### config.mk
export PLATFORM = sky130hd
export DESIGN_NAME = shift_add_multiplier_flat
export DESIGN_NICKNAME = d
export VERILOG_FILES = /design/src/rtl/mult_pkg.sv /design/src/rtl/shift_add_multiplier_if.sv /design/src/rtl/mult_alu.sv /design/src/rtl/shift_add_multiplier.sv /design/src/flat_wrapper.sv
export SDC_FILE = /design/constraint.sdc
export NUM_CORES = 1
export LEC_CHECK = 0
export ABC_CLOCK_PERIOD_IN_PS = 3300
export CAP_MARGIN = 0
export CORE_MARGIN = 3
export CORE_UTILIZATION = 51
export CTS_CLUSTER_DIAMETER = 120
export DETAILED_ROUTE_END_ITERATION = 12
export GPL_TIMING_DRIVEN = 1
export PLACE_DENSITY = 0.84
export SLEW_MARGIN = 20
export SYNTH_ARGS = -nofsm -noshare
export SYNTH_HDL_FRONTEND = slang
export SYNTH_SLANG_ARGS = --single-unit
### constraint.sdc
create_clock -name clk -period 3.3 [get_ports clk]
set_input_delay 0.66 -clock clk [delete_from_list [all_inputs] [get_ports clk]]
set_output_delay 0.66 -clock clk [all_outputs]
set_load 0.01 [all_outputs]
### src/rtl/mult_pkg.sv
// Shared definitions for the shift-add multiplier: default width, FSM encoding and count sizing.
package mult_pkg;

    localparam int WIDTH_DEF = 32;

    typedef enum logic [2:0] {
        IDLE  = 3'd0,
        ADD   = 3'd1,
        SHIFT = 3'd2,
        DONE  = 3'd3,
        FIX   = 3'd4
    } state_e;

    // Width of the step counter for a given operand width (log2(W) bits).
    function automatic int count_w(input int w);
        return (w > 1) ? $clog2(w) : 1;
    endfunction

endpackage

### src/rtl/shift_add_multiplier_if.sv
// Start/ready handshake and operand/product bus of the shift-add multiplier.
interface shift_add_multiplier_if #(
    parameter int WIDTH = mult_pkg::WIDTH_DEF
);
    logic               start;
    logic [WIDTH-1:0]   Multiplicand_in;
    logic [WIDTH-1:0]   Multiplier_in;
    logic               busy;
    logic               ready;
    logic [2*WIDTH-1:0] Product_out;

    modport master (
        output start, Multiplicand_in, Multiplier_in,
        input  busy, ready, Product_out
    );

    modport slave (
        input  start, Multiplicand_in, Multiplier_in,
        output busy, ready, Product_out
    );
endinterface

### src/rtl/mult_alu.sv
// Combinational W-bit adder returning {carry, sum} for the ADD step.
module mult_alu
    import mult_pkg::*;
#(
    parameter int WIDTH = WIDTH_DEF
) (
    input  logic [WIDTH-1:0] a_i,
    input  logic [WIDTH-1:0] b_i,
    output logic [WIDTH:0]   sum_o
);
    assign sum_o = {1'b0, a_i} + {1'b0, b_i};
endmodule

### src/rtl/shift_add_multiplier.sv
// Sequential shift-add multiplier, falling-edge clocked, async active-low reset.
// Define MULT_SIGNED_EN for two's-complement operands (adds a sign fix-up state).
module shift_add_multiplier
    import mult_pkg::*;
#(
    parameter int WIDTH = WIDTH_DEF
) (
    input  logic                 clk,
    input  logic                 rst,
    shift_add_multiplier_if.slave bus
);
    localparam int                CNT_W = count_w(WIDTH);
    localparam logic [CNT_W-1:0]  LAST  = CNT_W'(WIDTH - 1);

    state_e               state_q, state_d;
    logic [WIDTH-1:0]     mcand_q, mcand_d;
    logic [2*WIDTH-1:0]   prod_q, prod_d;
    logic                 carry_q, carry_d;
    logic [CNT_W-1:0]     count_q, count_d;
    logic                 busy_q, busy_d;
    logic                 ready_q, ready_d;
    logic [WIDTH:0]       sum;

`ifdef MULT_SIGNED_EN
    logic                 sign_q, sign_d;

    // Magnitude of a two's-complement value; the most-negative value maps to 2^(W-1).
    function automatic logic [WIDTH-1:0] magnitude(input logic [WIDTH-1:0] v);
        return v[WIDTH-1] ? (~v + WIDTH'(1)) : v;
    endfunction
`endif

    mult_alu #(.WIDTH(WIDTH)) u_alu (
        .a_i   (prod_q[2*WIDTH-1:WIDTH]),
        .b_i   (mcand_q),
        .sum_o (sum)
    );

    always_comb begin
        state_d = state_q;
        mcand_d = mcand_q;
        prod_d  = prod_q;
        carry_d = carry_q;
        count_d = count_q;
`ifdef MULT_SIGNED_EN
        sign_d  = sign_q;
`endif
        case (state_q)
            IDLE, DONE: begin
                if (bus.start) begin
`ifdef MULT_SIGNED_EN
                    mcand_d = magnitude(bus.Multiplicand_in);
                    prod_d  = {{WIDTH{1'b0}}, magnitude(bus.Multiplier_in)};
                    sign_d  = bus.Multiplicand_in[WIDTH-1] ^ bus.Multiplier_in[WIDTH-1];
`else
                    mcand_d = bus.Multiplicand_in;
                    prod_d  = {{WIDTH{1'b0}}, bus.Multiplier_in};
`endif
                    carry_d = 1'b0;
                    count_d = '0;
                    state_d = ADD;
                end
            end
            ADD: begin
                if (prod_q[0]) begin
                    {carry_d, prod_d[2*WIDTH-1:WIDTH]} = sum;
                end else begin
                    carry_d = 1'b0;
                end
                state_d = SHIFT;
            end
            SHIFT: begin
                // The adder carry-out becomes the new MSB, so no product bit is lost.
                prod_d  = {carry_q, prod_q[2*WIDTH-1:1]};
                carry_d = 1'b0;
                if (count_q == LAST) begin
`ifdef MULT_SIGNED_EN
                    state_d = FIX;
`else
                    state_d = DONE;
`endif
                end else begin
                    count_d = count_q + CNT_W'(1);
                    state_d = ADD;
                end
            end
`ifdef MULT_SIGNED_EN
            FIX: begin
                prod_d  = sign_q ? (~prod_q + (2*WIDTH)'(1)) : prod_q;
                state_d = DONE;
            end
`endif
            default: state_d = IDLE;
        endcase

        busy_d  = (state_d == ADD) || (state_d == SHIFT) || (state_d == FIX);
        ready_d = (state_d == DONE);
    end

    always_ff @(negedge clk or negedge rst) begin
        if (!rst) begin
            state_q <= IDLE;
            mcand_q <= '0;
            prod_q  <= '0;
            carry_q <= 1'b0;
            count_q <= '0;
            busy_q  <= 1'b0;
            ready_q <= 1'b0;
`ifdef MULT_SIGNED_EN
            sign_q  <= 1'b0;
`endif
        end else begin
            state_q <= state_d;
            mcand_q <= mcand_d;
            prod_q  <= prod_d;
            carry_q <= carry_d;
            count_q <= count_d;
            busy_q  <= busy_d;
            ready_q <= ready_d;
`ifdef MULT_SIGNED_EN
            sign_q  <= sign_d;
`endif
        end
    end

    assign bus.Product_out = prod_q;
    assign bus.busy        = busy_q;
    assign bus.ready       = ready_q;

endmodule

### src/flat_wrapper.sv
// flat-port wrapper written by rule: the top's interface ports become plain ports
module shift_add_multiplier_flat import mult_pkg::*;
#(
    parameter int WIDTH = WIDTH_DEF
)
  (clk, rst, bus_start, bus_Multiplicand_in, bus_Multiplier_in, bus_busy, bus_ready, bus_Product_out);
  shift_add_multiplier_if #(.WIDTH(WIDTH)) bus_i ();
  input  logic clk;
  input  logic rst;
  input wire logic [$bits(bus_i.start)-1:0] bus_start;
  input wire logic [$bits(bus_i.Multiplicand_in)-1:0] bus_Multiplicand_in;
  input wire logic [$bits(bus_i.Multiplier_in)-1:0] bus_Multiplier_in;
  output wire logic [$bits(bus_i.busy)-1:0] bus_busy;
  output wire logic [$bits(bus_i.ready)-1:0] bus_ready;
  output wire logic [$bits(bus_i.Product_out)-1:0] bus_Product_out;
  assign bus_i.start = bus_start;
  assign bus_i.Multiplicand_in = bus_Multiplicand_in;
  assign bus_i.Multiplier_in = bus_Multiplier_in;
  assign bus_busy = bus_i.busy;
  assign bus_ready = bus_i.ready;
  assign bus_Product_out = bus_i.Product_out;
  shift_add_multiplier #(.WIDTH(WIDTH)) u_core (.clk(clk), .rst(rst), .bus(bus_i));
endmodule
==> results.md, run 1 <==
- Final WL: 17,700 um
- Post-DRT Antenna Nets: 0
- Netlist Area Pre-Place: roughly 6000 sq um
- Sequential cell fraction of total power: between 30% and 40%
- Synth warn: 0
- Internal power: approximately 3.1 mW
- Sw Share: between 30% and 40%
- Clock Power Share: between 20% and 30%
- Initial DRC Count: slightly above 400
- Required @ worst endpoint: 2.04 ns
- P_leak: a little over 4 nW
- # rows: 39
- Vias in the first global route: between 6,000 and 7,000
- Max Root-Sink Buffers: 2
- Syn_nets: between 800 and 900
- I/O pins: about 130
- CP endpoint kind: flip-flop
- Worst setup SP type: primary input
- Main synth FF type: dfrtn_1
- Routability Congestion: 0.904
- Overall power: roughly 4.9 mW
- Top-area cell type share of the netlist area: approximately 44%
- Root buf cell: clkbuf_16
- Setup total negative slack: 0 ns
- TritonCTS Buffers: 9
- Slew margin rel.: 47.8%
- TritonCTS clock tree: built
- Clock slew at reported path FFs: ~0.050 ns
- Leading area contributor after synthesis: dfrtn_1
- Fraction of layout cells with a size suffix above 1: between 20% and 30%
- Sink Count: roughly 110
- Via count: ~6,100
- Worst hold slack: approximately 0.43 ns
- Final Hold Fails: 0
- Final-stage net count: around 1,000
- Fin. max-slew vios: 0
- Combinational power share: a little over two fifths
- Synth cell types: 57
- Sw power: ~1.8 mW
- DR pass1 iterations: 6
- Synth area leaders: dfrtn_1, nand2_1, ha_1
- Die X: roughly 120 um
- Largest net degree at the start of global routing: 66
- Final instance area: approximately 8500 sq um
- # setup viols final: 0
- Most frequent cell after synthesis: nand2_1
- Post-CTS Hold Buffers: 0
- Grt total ovfl: 0
- Avg Cell Area, Syn: 8.66 sq um
- Die height: 115 um
- Via-to-Cell Ratio: ~5.7
- WS Path Type: in2reg
- Area growth from synthesis to layout: 39.2%
- Number of synthesized flops with an enable pin: 0
- # port buffers: approximately 130
- Gr usage total: between 20% and 30%
- Post-synth top cells: nand2_1, dfrtn_1, nor2_1, o21ai_0
- Synth async-reset ratio: 100%
- Power Density: ~580 nW/um^2
- Yosys reg bits: between 100 and 150
- Final core occ: 73.4%
- # Max-Cap Violations: 0
- Mapped Cells: ~700
- Core area: about 12,000 sq um
- Worst IR drop on VDD: between 0.0003 and 0.0004 V
- Seq/Total Area, Yosys: approximately 44%
- Post-DP HPWL: between 10,000 and 15,000 um
- Area of the die: 13,300 sq um
- Endpoint arrival time on the critical path: about 2 ns
- Clock Skew: roughly 0.011 ns
- Status: completed
- Worst-margin pin slew: just under 0.8 ns
- Drt wl/cell: 16.6 um
- RSZ-0062 raised after global routing: true
- Crit path max fanout: 7
- Worst min-delay path category: reg2reg
- H-tree Lvls: 3
- DRC Markers: 0
- Clock Latency Late Sink: 0.36 ns
- First-pass GRT wire length: 29,300 um
- N_diodes: 0
- Starting density of the core: a little over half
- Placed Area: 8190 sq um
- Initial antenna violation count: 0
[kinds of logic after synthesis]
kind of cell,after synthesis,synth area share (%)
simple gates,287,19.8
fa+ha+maj,35,7.33
compound gates,192,21.0
other cells,1,0.0617
buf+inv,48,3.01
xor+xnor,27,3.89
flops,107,44.1
mux,5,0.844
[power groups by stage]
| stage | registers, mW | logic [mW] | clock network [mW] |
|---|---|---|---|
| 2_1_floorplan | 1.85 | 1.07 | 0 |
| 3_3_place_gp | 1.77 | 2.00 | 0 |
| 3_5_place_dp | 1.78 | 2.08 | 0 |
| 4_1_cts | 1.74 | 2.07 | 1.12 |
| 5_1_grt | 1.78 | 2.29 | 1.17 |
| 6_report | 1.75 | 2.09 | 1.11 |
[path summary, 6_finish.rpt]
kind,from,endpoint,slack [ns],cells after the start
min in group asynchronous,rst,u_core.bus.Product_out[56]$_DFFE_NN0P_,1.82,2
max in group asynchronous,rst,u_core.bus.Product_out[60]$_DFFE_NN0P_,1.12,2
min,u_core.mcand_q[29]$_DFFE_NN0P_,u_core.mcand_q[29]$_DFFE_NN0P_,0.43,2
max,bus_start,u_core.count_q[3]$_DFFE_NN0P_,0.01,8
max reg2reg,u_core.bus.Product_out[32]$_DFFE_NN0P_,u_core.bus.Product_out[58]$_DFFE_NN0P_,0.30,12
min reg2reg,u_core.mcand_q[29]$_DFFE_NN0P_,u_core.mcand_q[29]$_DFFE_NN0P_,0.43,2
[registers in the layout, summed over array words and instances (netlist names)]
signal and cells:
u_core.bus.ready 1, u_core.bus.Product_out 64, u_core.bus.busy 1, u_core.mcand_q 32
u_core.carry_q 1, u_core.count_q 5, u_core.state_q 3
[routing by layer]
layer | track usage, % | share of wire, %
met4 | 9.15 | 1.8
met1 | 32.1 | 40
met3 | 7.79 | 6.8
met5 | 0 | 0
met2 | 48.0 | 51
[per-stage QoR]
stage          setup WS [ns]  instances
3_5_place_dp          -0.897       1013
4_1_cts              0.00213       1060
2_1_floorplan         -0.161        702
3_3_place_gp          -0.838       1013
6_report              0.0124       1063
5_1_grt              -0.0387       1063
[cell usage in the layout, fill, tap and decap left out, types with 4 or more instances in the layout]
cell,synthesis,routed
xor2_1,14,14
xnor2_1,13,13
a22oi_1,25,25
nor2_1,98,97
clkdlybuf4s50_1,0,64
nand2_1,140,139
a211oi_1,5,4
nand3_1,7,7
buf_4,0,103
nand2b_1,5,5
o21ai_0,35,34
a221oi_2,0,13
buf_2,2,66
inv_1,9,8
a31oi_1,6,6
o21bai_1,5,5
a21oi_1,34,34
clkbuf_16,0,9
o21ai_1,4,5
and3_1,6,6
a21o_1,15,15
buf_12,0,5
ha_1,34,34
o22ai_1,25,25
dfrtn_1,107,107
nand4_1,8,8
[critical path: stages]
cell and delay, ns:
buf_6 0.07, buf_6 0.12, inv_8 0.04, mux2i_4 0.15, o21ai_1 0.10, or3_4 0.38, or3_1 0.36, a21oi_1 0.14
[what timing repair did]
item,in CTS,in global routing
endpoints found under the setup margin,168,17
endpoints found under the hold margin,0,0
resized for setup,268,10
setup buffers,31,3
pin swaps,5,0
[layout make-up]
| type | instances | area [sq um] |
|---|---|---|
| inverter | 9 | 41.3 |
| sequential | 107 | 2680 |
| clock inverter | 6 | 71.3 |
| tap | 143 | 179 |
| fill | 825 | 3060 |
| multi-input combinational | 547 | 3380 |
| clock buffer | 10 | 229 |
| timing repair buffer | 241 | 1880 |
Power figures use the tool's default switching activity.
==> run 2: changes to the inputs <==
--- a/config.mk
+++ b/config.mk
@@ -8,11 +8,12 @@
 export ABC_CLOCK_PERIOD_IN_PS = 3300
 export CAP_MARGIN = 0
 export CORE_MARGIN = 3
-export CORE_UTILIZATION = 51
+export CORE_UTILIZATION = 30
 export CTS_CLUSTER_DIAMETER = 120
 export DETAILED_ROUTE_END_ITERATION = 12
+export GPL_ROUTABILITY_DRIVEN = 0
 export GPL_TIMING_DRIVEN = 1
-export PLACE_DENSITY = 0.84
+export PLACE_DENSITY = 0.56
 export SLEW_MARGIN = 20
 export SYNTH_ARGS = -nofsm -noshare
 export SYNTH_HDL_FRONTEND = slang
==> run 2 against run 1 <==
Power shrank 0.32%. Combinational power is 3% lower. Flip-flop and latch count unchanged. Count of clock-buffer cells in the layout shrank 1. Largest power group unchanged.
==> results.md, run 2 (same netlist as run 1, synthesis figures left out) <==
- Area growth from synthesis to layout: 40.3%
- Area of the die: 22,000 sq um (+66%)
- DR pass1 iterations: 4 (-2)
- Slew margin rel.: 42.9% (-5.0 points)
- Cell family with most CP delay: flip-flops
- I/O pins: 133 (unchanged)
- Worst IR drop on VDD: 0.000269 V (-29%)
- Commonest cells after routing, fill and taps aside: nand2_1, dfrtn_1, nor2_1, buf_4, buf_2
- Clock Skew: 0.0118 ns (+0.00111 ns)
- Power Density: 578 nW/um^2 (-1.2%)
- First-pass GRT wire length: 29,300 um (about the same)
- Final core occ: 43.4% (-30 points)
- Die X: 148 um (+29%)
- Post-DRT Antenna Nets: 0 (unchanged)
- Worst min-delay path category: reg2reg
- WS Path Type: reg2out
- Slowest CP cell: dfrtn_1
- Gr usage total: 16.2% (-11 points)
- Clock slew at reported path FFs: 0.06 ns (about the same)
- Post-DP HPWL: 13,400 um (+5.9%)
- Required @ worst endpoint: 2.64 ns (+0.60 ns)
- Sink Count: 107 (unchanged)
- Core area: 19,700 sq um (+71%)
- H-tree Lvls: 3 (unchanged)
- RSZ-0062 raised after global routing: true
- Grt total ovfl: 0 (unchanged)
- Vias in the first global route: 5,723 (-9.0%)
- Max Root-Sink Buffers: 2 (unchanged)
- DRC Markers: 0 (unchanged)
- N_diodes: 0 (unchanged)
- Largest net degree at the start of global routing: 32 (-52%)
- Fin. max-slew vios: 0 (unchanged)
- Max FFs per register: 64 (unchanged)
- Worst setup SP type: flip-flop
- Reg2reg setup slack: 0.28 ns (-0.02 ns)
- Overall power: 4.93 mW (-0.32%)
- Starting density of the core: 30.9% (-22 points)
- Crit path max fanout: 3 (-4)
- Final Hold Fails: 0 (unchanged)
- Clock Latency Late Sink: 0.36 ns (about the same)
- Final WL: 17,600 um (-0.61%)
- Initial DRC Count: 291 (-29%)
- CP peak stage delay: 0.45 ns (+0.07 ns)
- # port buffers: 132 (unchanged)
- TritonCTS clock tree: built
- Via count: 5,720 (-6.4%)
- # rows: 51 (+31%)
- Final-stage net count: 1,003 (-1.4%)
- CP endpoint kind: output pin
- # Max-Cap Violations: 0 (unchanged)
- # setup viols final: 0 (unchanged)
- TritonCTS Buffers: 9 (unchanged)
- Endpoint arrival time on the critical path: 2.60 ns (+0.58 ns)
- Most common cell after layout, fill and taps aside: nand2_1
- Initial antenna violation count: 0 (unchanged)
- Drt wl/cell: 15.0 um (-9.8%)
- P_leak: 4.09 nW (-1.3%)
- Fraction of layout cells with a size suffix above 1: 23.4% (-1.1 points)
- Status: completed
- Critical path buffers and inverters: 1 (-2)
- Worst-margin pin slew: 0.855 ns (+0.0752 ns)
- CP cell instances: buf_2
- Die height: 148 um (+29%)
- Via-to-Cell Ratio: 4.88 (-15%)
- Root buf cell: clkbuf_16
run 2: cell types whose count changed in the layout (fill, tap and decap cells not counted), sizes merged:
cell and delta:
buf -14, clkinv -2, clkinvlp -1, clkbuf -1
inv +4
run 2: layer usage:
| metal | global-route usage (%) | routed length, um | share of wire [%] | up-vias |
|---|---|---|---|---|
| li1 | - | - | - | 2888 |
| met1 | 22.0 | 8440 | 48 | 2698 |
| met2 | 25.7 | 7970 | 45 | 114 |
| met3 | 4.08 | 913 | 5.2 | 20 |
| met4 | 4.43 | 266 | 1.5 | 0 |
| met5 | 0 | 0 | 0 | - |
run 2: where the power goes:
group | switching, mW | total [mW] | leakage [nW] | internal [mW]
Clock | 0.550 | 1.16 | 0.155 | 0.612
Combinational | 1.09 | 2.02 | 2.62 | 0.936
Sequential | 0.162 | 1.74 | 1.32 | 1.58
Total | 1.80 | 4.93 | 4.09 | 3.13
run 2: area by class of cell:
| cell class | instances | area (sq um) |
|---|---|---|
| fillers | 2060 | 11100 |
| multi-input cells | 547 | 3370 |
| flip-flops and latches | 107 | 2680 |
| repair buffers | 227 | 1800 |
| well taps | 265 | 332 |
| clock buffers | 9 | 225 |
| clock inverters | 7 | 87.6 |
| inverters | 9 | 41.3 |
run 2: path summary, 6_finish.rpt:
kind / startpoint / endpoint / cells after the start
min in group asynchronous: rst / u_core.mcand_q[6]$_DFFE_NN0P_ / 1
worst min register to register: u_core.mcand_q[26]$_DFFE_NN0P_ / u_core.mcand_q[26]$_DFFE_NN0P_ / 2
max in group asynchronous: rst / u_core.mcand_q[22]$_DFFE_NN0P_ / 2
worst min-delay path: u_core.mcand_q[26]$_DFFE_NN0P_ / u_core.mcand_q[26]$_DFFE_NN0P_ / 2
worst max-delay path: u_core.bus.Product_out[28]$_DFFE_NN0P_ / bus_Product_out[28] / 1
worst max register to register: u_core.bus.Product_out[32]$_DFFE_NN0P_ / u_core.bus.Product_out[58]$_DFFE_NN0P_ / 12
run 2: repair_timing:
action / 4_1_cts / 5_1_grt
setup buffers: 8 / 0
resized for setup: 272 / 5
pin swaps: 2 / 1
endpoints found under the setup margin: 168 / 19
hold buffers: 0 / 0
run 2: per-stage QoR:
step	setup slack, ns	TNS [ns]	hold WS [ns]	cell area, sq um	std cells
CTS	0.00104	0	0.438	8520	1171
finish	0.0353	0	0.433	8530	1171
global route	-0.0221	-0.0221	0.456	8530	1171
floorplan	-0.161	-2.56	0.410	6240	702
global placement	-0.861	-75.31	0.428	8480	1148
detailed placement	-0.937	-80.21	0.437	8480	1148
==> edit (settings of run 2) <==
Build with the macro `MULT_SIGNED_EN` defined.
--- a/src/rtl/shift_add_multiplier.sv
+++ b/src/rtl/shift_add_multiplier.sv
@@ -2,2 +2,4 @@
 // Define MULT_SIGNED_EN for two's-complement operands (adds a sign fix-up state).
+`define MULT_SIGNED_EN
+
 module shift_add_multiplier
Formal check against the unedited RTL: not equivalent (Yosys sat finds a counterexample within 4 cycles, from zero or initial values and one cycle with rst low).
==> edit against run 2 <==
- the run now ends with negative setup slack left
- final area is 76% higher
- setup slack worse by 1300 ps
- power is 130% higher
- routed wire length is 100% higher
- register-to-register slack worse by 310 ps
- sequential cell count is 1 higher
- first-iteration DRC count grew to 3.2 times the old value
- global-route usage is 4.3 points higher
- area after synthesis is 51% higher
- hold slack worse by 6.4 ps
- via count is 87% higher
- critical path type is now in -> reg
==> edit: results (changes against run 2) <==
| Metric | Value |
|---|---|
| Status | `finished, violations left` |
| Failing checks | `negative setup slack` |
| Slew margin rel. | `0.375 (-0.0540)` |
| Final count of negative-setup-slack endpoints | `101 (+101)` |
| Nets | `1,630 (+63%)` |
| Final setup TNS | `-46,310 ps (-46,310 ps)` |
| Reg-to-reg critical path endpoint | `u_core.bus.Product_out[36]` |
| Sequential fraction of the synthesis area | `0.294 (-0.146)` |
| Critical path launch point | `bus_Multiplicand_in[9]` |
| Pre-antenna DRT Iters | `5 (+1)` |
| Xor and xnor area share after synthesis | `0.0878 (+0.0489)` |
| Final Non-Filler Cells | `1,920 (+64%)` |
| Vias in the first global route | `10,300 (+80%)` |
| Layout area overhead | `63.3%` |
| Gr usage total | `0.205 (+0.0431)` |
| Syn_nets | `1,250 (+55%)` |
| DR WL/cell | `18.8 um (+25%)` |
| Setup ws final | `-1260 ps (-1290 ps)` |
| GR Layer Usage met3 | `0.0256 (-0.0153)` |
| Top post-synthesis cells by area | `dfrtn_1 (29%), o21ai_0 (8.0%), ha_1 (5.0%), xor2_1 (4.9%), nand2_1 (4.8%)` |
| WL met3 | `1.48 mm (+62%)` |
| Met1 Use GR | `0.280 (+0.0595)` |
| Routed vias | `10,700 (+87%)` |
| Hold_sp | `u_core.mcand_q[5]` |
| Seq cells | `108 (+0.93%)` |
| Clk_skew | `11.7 ps (-0.0536 ps)` |
| Placed cells | `1,821 (+59%)` |
| Sw Share | `0.464 (+0.0984)` |
| Layout cells sized above 1 | `0.405 (+0.171)` |
| Leakage | `6.55 nW (+60%)` |
| Post-Route M1 WL | `16.1 mm (+91%)` |
| Reg2Reg Depth | `10 (-2)` |
| Synthesized-area fraction occupied by ao, oa, aoi and oai cells | `0.268 (+0.0573)` |
| Hold Path End | `u_core.mcand_q[5]` |
| CTS resizes | `529 (+94%)` |
| Post-synth cell types | `77 (+35%)` |
| Max rail drop VDD | `0.000449 V (+67%)` |
| Row cnt | `63 (+24%)` |
| Post-synthesis mux area share | `0.0124 (+0.00396)` |
| Count of non-CTS inverters in the layout | `22 (+13)` |
| Crit Reg-Reg Startpoint | `u_core.bus.Product_out[8]` |
| Clock buf/inv share | `0.0210 (-0.0156)` |
| Worst setup endpoint | `u_core.mcand_q[23]` |
| Multi-input combinational area share | `0.502 (+0.107)` |
| Initial DRC Count | `926 (+220%)` |
| Wire length on met2 | `17.7 mm (+120%)` |
| Non-clk bufs | `432 (+90%)` |
| DP HPWL | `24.4 mm (+83%)` |
| Non-clock buffer share | `0.258 (+0.0478)` |
[edit: changes by cell type in the layout (fill, tap and decap cells not counted), sizes merged, moves of 17 or more]
cell | before | now
xor2 | 14 | 51
clkdlybuf4s50 | 64 | 31
o31ai | 3 | 25
buf | 163 | 381
nand2 | 140 | 118
or4 | 0 | 21
or3 | 4 | 25
nor4 | 1 | 23
o21ai | 39 | 152
xnor2 | 13 | 41
o22ai | 25 | 8
nor3 | 6 | 53
[edit: power by group through the flow]
stage | Clock (mW) | Sequential, mW | Combinational (mW)
global placement | 0 | 2.42 | 6.51
CTS | 1.23 | 2.39 | 7.26
finish | 1.20 | 2.38 | 7.78
floorplan | 0 | 2.65 | 3.66
detailed placement | 0 | 2.42 | 6.58
global route | 1.27 | 2.43 | 8.44
[edit: worst max-delay path: stages]
cell	delay (ps)
buf_6	90
or4_4	540
nor4_4	160
buf_4	160
nand3_4	60
or4_4	430
or3_4	440
buf_12	150
buf_6	120
nand2_2	60
xor2_1	140
o21ai_1	80
